<file path="src/rtl/pwm_duty_meter_if.sv">
// -----------------------------------------------------------------------------
// pwm_duty_meter_if
//   Signal bundle between the 4-bit PWM generator stage and the duty meter.
//
//   Generator -> meter : pwm_in, tick_3125k (step clock), frame_195k (frame clock)
//   Meter -> observer  : duty_meas[4:0], meas_valid, frame_err, lost, duty_changed
//
//   modport master : the generator / observer side (drives sources, reads results)
//   modport slave  : the meter side
// -----------------------------------------------------------------------------
interface pwm_duty_meter_if;
  logic       pwm_in;
  logic       tick_3125k;
  logic       frame_195k;
  logic [4:0] duty_meas;
  logic       meas_valid;
  logic       frame_err;
  logic       lost;
  logic       duty_changed;

  modport master (
    output pwm_in, tick_3125k, frame_195k,
    input  duty_meas, meas_valid, frame_err, lost, duty_changed
  );

  modport slave (
    input  pwm_in, tick_3125k, frame_195k,
    output duty_meas, meas_valid, frame_err, lost, duty_changed
  );
endinterface

</file>
<file path="src/rtl/pwm_duty_meter.sv">
// -----------------------------------------------------------------------------
// pwm_duty_meter
//   Measures the duty cycle of the 4-bit PWM generator output. Once per frame
//   (rising edge of the frame clock) it publishes how many of the step ticks
//   saw the PWM high, flags frames with the wrong tick count, and reports a
//   frame clock that has stopped while step ticks continue.
//
// Ports
//   clk_50M        in   system clock, 50 MHz
//   rst_n          in   asynchronous active-low reset
//   bus (slave)    pwm_in, tick_3125k, frame_195k      : asynchronous sources
//                  duty_meas[4:0]                      : last valid measurement
//                  meas_valid / frame_err / duty_changed: one-cycle pulses
//                  lost                                : frame clock stopped (level)
//
// Parameters
//   TICKS_PER_FRAME  step ticks expected per frame (16)
//   SYNC_STAGES      synchronizer depth per input, minimum 2
//   LOST_LIMIT       unanswered ticks before the frame clock is declared lost
//
// Build option
//   PWM_METER_CHANGE_DET_EN : when defined, duty_changed pulses with meas_valid
//   whenever the newly published value differs from the previous one; when
//   undefined no comparison register exists and duty_changed is tied to 0.
//
// Latency: pulses appear on the (SYNC_STAGES+2)th clk_50M edge after the frame
// clock rises: SYNC_STAGES edges of synchronization, one edge to register the
// detected event, one edge for the state machine to act on it.
// -----------------------------------------------------------------------------
module pwm_duty_meter #(
  parameter int TICKS_PER_FRAME = 16,
  parameter int SYNC_STAGES     = 2,
  parameter int LOST_LIMIT      = 31
) (
  input  logic             clk_50M,
  input  logic             rst_n,
  pwm_duty_meter_if.slave  bus
);

  localparam logic [4:0] TPF     = 5'(TICKS_PER_FRAME);
  localparam logic [4:0] LIM     = 5'(LOST_LIMIT);
  localparam logic [4:0] CNT_MAX = 5'd31;

  typedef enum logic [1:0] {
    IDLE,
    MEASURE,
    LOST
  } state_t;

  // ---------------------------------------------------------------------------
  // Input conditioning: synchronizer chain plus one history flop per input
  // ---------------------------------------------------------------------------
  logic [SYNC_STAGES-1:0] pwm_sync, tick_sync, frame_sync;
  logic                   pwm_hist, tick_hist, frame_hist;

  // Falling tick edge samples the PWM mid-step, away from generator transitions.
  logic tick_fall, frame_rise;
  assign tick_fall  = tick_hist & ~tick_sync[SYNC_STAGES-1];
  assign frame_rise = ~frame_hist & frame_sync[SYNC_STAGES-1];

  // Registered events and the PWM sample aligned with them.
  logic tick_ev, frame_ev, pwm_smp;

  // NOTE: the synchronizer flops carry a reset so a source that is already
  // high when reset releases still produces a clean, detectable edge.
  always_ff @(posedge clk_50M or negedge rst_n) begin
    if (!rst_n) begin
      pwm_sync   <= '0;
      tick_sync  <= '0;
      frame_sync <= '0;
      pwm_hist   <= 1'b0;
      tick_hist  <= 1'b0;
      frame_hist <= 1'b0;
      tick_ev    <= 1'b0;
      frame_ev   <= 1'b0;
      pwm_smp    <= 1'b0;
    end else begin
      // NOTE: non-blocking assignments make every flop sample the pre-edge
      // value of its neighbour, which is what turns this into a shift chain.
      pwm_sync   <= {pwm_sync[SYNC_STAGES-2:0],   bus.pwm_in};
      tick_sync  <= {tick_sync[SYNC_STAGES-2:0],  bus.tick_3125k};
      frame_sync <= {frame_sync[SYNC_STAGES-2:0], bus.frame_195k};
      pwm_hist   <= pwm_sync[SYNC_STAGES-1];
      tick_hist  <= tick_sync[SYNC_STAGES-1];
      frame_hist <= frame_sync[SYNC_STAGES-1];
      tick_ev    <= tick_fall;
      frame_ev   <= frame_rise;
      pwm_smp    <= pwm_hist;
    end
  end

  // ---------------------------------------------------------------------------
  // Measurement state machine
  // ---------------------------------------------------------------------------
  state_t     state, state_nxt;
  logic [4:0] tick_cnt, tick_cnt_nxt;
  logic [4:0] high_cnt, high_cnt_nxt;
  logic [4:0] duty_q, duty_nxt;
  logic       valid_q, valid_nxt;
  logic       err_q, err_nxt;
  logic       lost_q, lost_nxt;
  logic       count_en;
`ifdef PWM_METER_CHANGE_DET_EN
  logic       changed_q, changed_nxt;
`endif

  always_comb begin
    // NOTE: every variable gets a default before the case so no path leaves
    // one unassigned, which would otherwise infer a latch.
    state_nxt    = state;
    tick_cnt_nxt = tick_cnt;
    high_cnt_nxt = high_cnt;
    duty_nxt     = duty_q;
    valid_nxt    = 1'b0;
    err_nxt      = 1'b0;
    lost_nxt     = lost_q;
    count_en     = 1'b0;
`ifdef PWM_METER_CHANGE_DET_EN
    changed_nxt  = 1'b0;
`endif

    // A frame event is handled first; a coincident tick then counts into
    // the freshly cleared frame via count_en below.
    unique case (state)
      IDLE: begin
        if (frame_ev) begin
          state_nxt    = MEASURE;
          tick_cnt_nxt = '0;
          high_cnt_nxt = '0;
          count_en     = tick_ev;
        end
      end

      MEASURE: begin
        if (frame_ev) begin
          if (tick_cnt == TPF) begin
            duty_nxt  = high_cnt;
            valid_nxt = 1'b1;
`ifdef PWM_METER_CHANGE_DET_EN
            // duty_q is the previously published value (0 after reset).
            changed_nxt = (high_cnt != duty_q);
`endif
          end else begin
            err_nxt = 1'b1;
          end
          tick_cnt_nxt = '0;
          high_cnt_nxt = '0;
        end
        count_en = tick_ev;
      end

      LOST: begin
        if (frame_ev) begin
          state_nxt    = MEASURE;
          lost_nxt     = 1'b0;
          tick_cnt_nxt = '0;
          high_cnt_nxt = '0;
          count_en     = tick_ev;
        end
      end

      default: begin
        state_nxt = IDLE;
      end
    endcase

    // Both counters saturate; reaching the tick limit means the frame clock
    // has gone quiet, so the lost flag rises on the same edge.
    if (count_en) begin
      tick_cnt_nxt = (tick_cnt_nxt >= LIM) ? LIM : tick_cnt_nxt + 5'd1;
      high_cnt_nxt = (high_cnt_nxt == CNT_MAX) ? CNT_MAX
                                               : high_cnt_nxt + {4'b0, pwm_smp};
      if (tick_cnt_nxt == LIM) begin
        state_nxt = LOST;
        lost_nxt  = 1'b1;
      end
    end
  end

  always_ff @(posedge clk_50M or negedge rst_n) begin
    if (!rst_n) begin
      state    <= IDLE;
      tick_cnt <= '0;
      high_cnt <= '0;
      duty_q   <= '0;
      valid_q  <= 1'b0;
      err_q    <= 1'b0;
      lost_q   <= 1'b0;
    end else begin
      state    <= state_nxt;
      tick_cnt <= tick_cnt_nxt;
      high_cnt <= high_cnt_nxt;
      duty_q   <= duty_nxt;
      valid_q  <= valid_nxt;
      err_q    <= err_nxt;
      lost_q   <= lost_nxt;
    end
  end

`ifdef PWM_METER_CHANGE_DET_EN
  always_ff @(posedge clk_50M or negedge rst_n) begin
    if (!rst_n) begin
      changed_q <= 1'b0;
    end else begin
      changed_q <= changed_nxt;
    end
  end
  assign bus.duty_changed = changed_q;
`else
  assign bus.duty_changed = 1'b0;
`endif

  assign bus.duty_meas  = duty_q;
  assign bus.meas_valid = valid_q;
  assign bus.frame_err  = err_q;
  assign bus.lost       = lost_q;

endmodule

</file>
<file path="src/flat_wrapper.sv">
// flat-port wrapper written by rule: the top's interface ports become plain ports
module pwm_duty_meter_flat 
#(
  parameter int TICKS_PER_FRAME = 16,
  parameter int SYNC_STAGES     = 2,
  parameter int LOST_LIMIT      = 31
)
  (clk_50M, rst_n, bus_pwm_in, bus_tick_3125k, bus_frame_195k, bus_duty_meas, bus_meas_valid, bus_frame_err, bus_lost, bus_duty_changed);
  pwm_duty_meter_if bus_i ();
  input  logic clk_50M;
  input  logic rst_n;
  input wire logic [$bits(bus_i.pwm_in)-1:0] bus_pwm_in;
  input wire logic [$bits(bus_i.tick_3125k)-1:0] bus_tick_3125k;
  input wire logic [$bits(bus_i.frame_195k)-1:0] bus_frame_195k;
  output wire logic [$bits(bus_i.duty_meas)-1:0] bus_duty_meas;
  output wire logic [$bits(bus_i.meas_valid)-1:0] bus_meas_valid;
  output wire logic [$bits(bus_i.frame_err)-1:0] bus_frame_err;
  output wire logic [$bits(bus_i.lost)-1:0] bus_lost;
  output wire logic [$bits(bus_i.duty_changed)-1:0] bus_duty_changed;
  assign bus_i.pwm_in = bus_pwm_in;
  assign bus_i.tick_3125k = bus_tick_3125k;
  assign bus_i.frame_195k = bus_frame_195k;
  assign bus_duty_meas = bus_i.duty_meas;
  assign bus_meas_valid = bus_i.meas_valid;
  assign bus_frame_err = bus_i.frame_err;
  assign bus_lost = bus_i.lost;
  assign bus_duty_changed = bus_i.duty_changed;
  pwm_duty_meter #(.TICKS_PER_FRAME(TICKS_PER_FRAME), .SYNC_STAGES(SYNC_STAGES), .LOST_LIMIT(LOST_LIMIT)) u_core (.clk_50M(clk_50M), .rst_n(rst_n), .bus(bus_i));
endmodule
</file>
<file path="config.mk">
export PLATFORM = sky130hd
export DESIGN_NAME = pwm_duty_meter_flat
export DESIGN_NICKNAME = d
export VERILOG_FILES = /design/src/rtl/pwm_duty_meter_if.sv /design/src/rtl/pwm_duty_meter.sv /design/src/flat_wrapper.sv
export SDC_FILE = /design/constraint.sdc
export NUM_CORES = 1
export LEC_CHECK = 0
export BUFFER_PORTS_ARGS = -buffer_cell sky130_fd_sc_hd__buf_4
export CAP_MARGIN = 20
export CORE_ASPECT_RATIO = 0.75
export CORE_UTILIZATION = 55
export DETAILED_ROUTE_END_ITERATION = 8
export PLACE_DENSITY_LB_ADDON = 0.12
export SYNTH_ARGS = -nofsm -noshare
export SYNTH_HDL_FRONTEND = slang
export SYNTH_SLANG_ARGS = --single-unit
</file>
<file path="constraint.sdc">
create_clock -name clk_50M -period 3.9 [get_ports clk_50M]
set_clock_uncertainty 0.1 [all_clocks]
set_input_delay 0.39 -clock clk_50M [delete_from_list [all_inputs] [get_ports clk_50M]]
set_output_delay 0.39 -clock clk_50M [all_outputs]
set_load 0.01 [all_outputs]
</file>
# After elaboration in Yosys (flattened, before gate mapping)
# Cells that the tools add are included.
# word_totals
regBits	32
input_bits	5
# classes
add_sub_neg	2
magnitude_cmp	1
n_eq_ne	5
n_mux	24
bitwise_logic	4
reduce_logical	4
# op_table
cell	count
$mux 5	8
$eq 5x5->1 const B	3
$mux 1	11
$mux 2	3
$add 5x1->5	1
$add 5x1->5 const B	1
$ge 5x5->1 const B	1
$pmux 2 s2	1
$reduce_and 3->1	1
$reduce_or 3->1	1
$and 1x1->1	2
$eq 2x1->1 const B	1
$eq 2x2->1 const B	1
$logic_not 2->1	1
$not 1->1	2
$pmux 1 s2	1
$reduce_or 2->1	1

# Longest topological paths before layout
# depth
word_depth	8
mapped_depth	10

# Worst setup path after synthesis
# Ideal clock, no wire load.
# synth_timing
path_kind	reg2reg
startpoint	register u_core.frame_ev
endpoint	register u_core.high_cnt[4]
t_arrival_ns	1.925
t_required_ns	3.731
path_slack_ns	1.806
path_stages_with_launch	10
path_buffers	2
synth_period_minus_slack_ns	2.094
path_cell_list	dfrtp_1 -> buf_2 -> a21bo_2 -> buf_2 -> and2_1 -> ha_1 -> ha_1 -> nand3_1 -> or4_1 -> nand3_1
# synth_via
elab_chain_cells	5
elab_cells_between_ends	8
# synth_lines
item	line_no	text
from (decl)	pwm_duty_meter.sv:62	logic tick_ev, frame_ev, pwm_smp;
from (signal assigned)	pwm_duty_meter.sv:87	frame_ev <= frame_rise;
$mux 5	pwm_duty_meter.sv:126, pwm_duty_meter.sv:135, pwm_duty_meter.sv:153	
$mux 5	n/a	
$add 5x1->5 / $eq 5x5->1 (equally long branches)	pwm_duty_meter.sv:172, pwm_duty_meter.sv:171	
$mux 5	pwm_duty_meter.sv:171	high_cnt_nxt = (high_cnt_nxt == CNT_MAX) ? CNT_MAX
$mux 5 *	pwm_duty_meter.sv:169	if (count_en) begin
via u_core.high_cnt_nxt[4]	pwm_duty_meter.sv:97	logic [4:0] high_cnt, high_cnt_nxt;
to (signal assigned)	pwm_duty_meter.sv:192	high_cnt <= high_cnt_nxt;
to (decl)	pwm_duty_meter.sv:97	
# Mark *: on every way through the listed nets, which the timed path passes. The rest lies on a longest branch.
# A chain may end at the register's enable or synchronous reset.

# Worst setup path in the final report
# Ends and elaborated chain as after synthesis.

==> impl_metrics.json <==
{
  "cpMaxStageDelayCell": "dfrtp_1",
  "netlist_top_cells_area": "dfrtp_1, mux2_1, nand2_1, ha_1, a21oi_1",
  "syn-num-nets": 136,
  "routed_via_density": 5.82,
  "synth-edff-count": 0,
  "clkSlewWorstSetupHoldPaths_ns": 0.09,
  "row_count": 15,
  "clkLatencyLatePin_ns": 0.32,
  "antenna_found_initial": 0,
  "synth_top_area_share_pct": 56.4,
  "timing.hold.ws_ns": 0.0704,
  "fin_nets": 149,
  "vias": 1024,
  "synth-simple-area-share_pct": 16.0,
  "io_buffer_count": 12,
  "cts_resized": 0,
  "diodes": 0,
  "yosys.area.top_type": "dfrtp_1",
  "synth-compound-area-share_pct": 15.0,
  "drive_gt1_share_pct": 14.8,
  "fin_crit_sh_pct": 56.8,
  "ir_drop_mv": 0.232,
  "p_leak_nw": 0.760,
  "gr-total-overflow": 0,
  "drt_iter0_drc": 65,
  "cts_root_buffer": "clkbuf_4",
  "grt_usage_pct": 19.9,
  "drc": 0,
  "cp.arrival_ns": 2.38,
  "critical_path.reg2reg.startpoint": "u_core.frame_ev",
  "setup_violations": 0,
  "fin_area_um2": 1580,
  "ys_seq_area_share_pct": 56.4,
  "critPathRequiredTime_ns": 4.06,
  "cellPowerDensity_nw_per_um2": 391,
  "max_stage_delay_ns": 0.49,
  "ys_warn_count": 0,
  "core-area_um2": 2360,
  "dpl_cell_area_um2": 1510,
  "final_common_cell": "dfrtp_1",
  "dieArea_um2": 2790,
  "finalCriticalPeriod_ns": 2.22,
  "grt_max_degree": 33,
  "drtPass1Iterations": 4,
  "fmax_mhz": 451,
  "rsz0062_at_grt": "no",
  "start_util_pct": 60.0,
  "outcome": "finished, final reports clean",
  "maxSlewViolCount": 0,
  "gp_congestion": 0.857,
  "ys_seq_elements": 32,
  "fin_tns_setup_ns": 0,
  "path_class": "flip-flop to flip-flop",
  "cts_buffers": 5,
  "htree_num_levels": 2,
  "synth_ff_type": "dfrtp_1",
  "clk_path_buf_depth": 2,
  "hold_viol": 0,
  "clkSinkCount": 32,
  "ant_nets": 0,
  "hold_depth": 1,
  "startpoint_type": "flip-flop",
  "synthArstFlopShare_pct": 100,
  "area_delta_synth_final_pct": 11.0,
  "hp-class": "input port to flip-flop",
  "synth_xor_area_share_pct": 0,
  "hp-start": "bus_frame_195k",
  "syn_area_um2": 1420,
  "grt_pass1_vias": 820,
  "r2r_cells": 7,
  "grt_pass1_wl_mm": 3.80,
  "wire_per_inst_um": 14.3,
  "ys_types": 43,
  "path_cells": "a21bo_2, and2_1, ha_1, ha_1, nand3_1, or4_1, nand3_1",
  "cp_max_fo": 12,
  "die_h_um": 46.0,
  "yosys.area_share.adder_pct": 2.65,
  "dieWidth_um": 60.7,
  "hpwl_mm": 1.80,
  "final_cell_mix": "dfrtp_1, nand2_1, buf_4",
  "synth_top_family_by_area": "simple AND/OR/NAND/NOR gates",
  "startpoint": "u_core.frame_ev",
  "synthCells": 128,
  "cts_tree": "yes",
  "maxCapViolations": 0,
  "yosys-mux-area-fraction_pct": 5.38,
  "io-pin-count": 14,
  "wl_mm": 2.52,
  "syn_area_per_cell_um2": 11.1,
  "worstSetupEndpointType": "flip-flop"
}
## per-stage QoR
step / power, W / cells / setup slack, ns / util [%]
2_1_floorplan: 0.000414 / 128 / 1.81 / -
3_3_place_gp: 0.000429 / 167 / 1.84 / 63.7
3_5_place_dp: 0.000432 / 167 / 1.74 / 63.7
4_1_cts: 0.000622 / 176 / 1.72 / 66.6
5_1_grt: 0.000645 / 176 / 1.59 / 66.6
6_report: 0.000616 / 176 / 1.68 / 66.6
## cells in the mapped netlist (2+ instances only)
cell type / number
a21oi_1: 7
and2_1: 3
and2b_1: 2
and3_1: 2
buf_2: 3
buf_4: 2
dfrtp_1: 32
ha_1: 3
inv_1: 4
mux2_1: 5
mux2i_1: 2
nand2_1: 12
nand3_1: 5
nor2_1: 8
nor2b_1: 2
nor4_1: 2
o21a_1: 2
o21ai_0: 6
o21ai_1: 2
## sequential cells by signal (all words and copies together), names as in the netlist, 2 cells and up
signal / flops
u_core.bus.duty_meas: 5
u_core.high_cnt: 5
u_core.tick_cnt: 5
u_core.frame_sync: 2
u_core.pwm_sync: 2
u_core.state: 2
u_core.tick_sync: 2
## layout make-up
cell class                 instances  area, um2
inverter                           4       15.0
timing repair buffer              13        100
clock buffer                       8       58.8
multi-input combinational         85        558
fill                             204        790
sequential                        32        801
tap                               34       42.5
## worst max-delay path, delay by kind of cell, from the launching register on
kind	cells	cell delay, ns
flops	1	0.49
compound gates	1	0.37
fa+ha+maj	2	0.42
simple gates	4	0.78
## per-layer routing
| layer | part of all wire (%) | wire [um] | GRT usage [%] | up-vias |
|---|---|---|---|---|
| met5 | 0 | 0 | 0 | - |
| met4 | 1.2 | 30 | 8.18 | 0 |
| met3 | 6.3 | 159 | 6.82 | 4 |
| met2 | 43 | 1090 | 25.7 | 40 |
| met1 | 49 | 1240 | 30.1 | 504 |
| li1 | - | - | - | 476 |
## timing repair
| action | in CTS | in global routing |
|---|---|---|
| hold buffers | 1 | 0 |
| hold endpoints to repair | 32 | 0 |
| buffers inserted | 0 | 0 |
## worst paths after layout
kind	to	slack (ns)
worst min-delay path	u_core.frame_sync[0]	0.07
worst min register to register	u_core.tick_sync[1]	0.26
worst max register to register	u_core.high_cnt[4]	1.68
min in group asynchronous	u_core.high_cnt[2]	0.44
max in group asynchronous	u_core.tick_sync[0]	2.98
worst max-delay path	u_core.high_cnt[4]	1.68
## power breakdown
group | switching [W] | total [W] | leakage (nW) | internal, W
Clock | 0.000101 | 0.000189 | 0.0326 | 0.0000889
Sequential | 0.0000214 | 0.000370 | 0.411 | 0.000349
Combinational | 0.0000320 | 0.0000564 | 0.316 | 0.0000244
Total | 0.000154 | 0.000616 | 0.760 | 0.000462
## cells by family (layout without fill, tap and decap cells)
family,after synthesis,count (layout)
flip-flops,32,32
buffers and inverters,11,25
multiplexers,7,7
AND/OR/NAND/NOR,43,43
AO/OA/AOI/OAI,31,31
other,1,1
adder cells (fa/ha/maj),3,3
No activity file was read; power rests on OpenSTA's default activity.
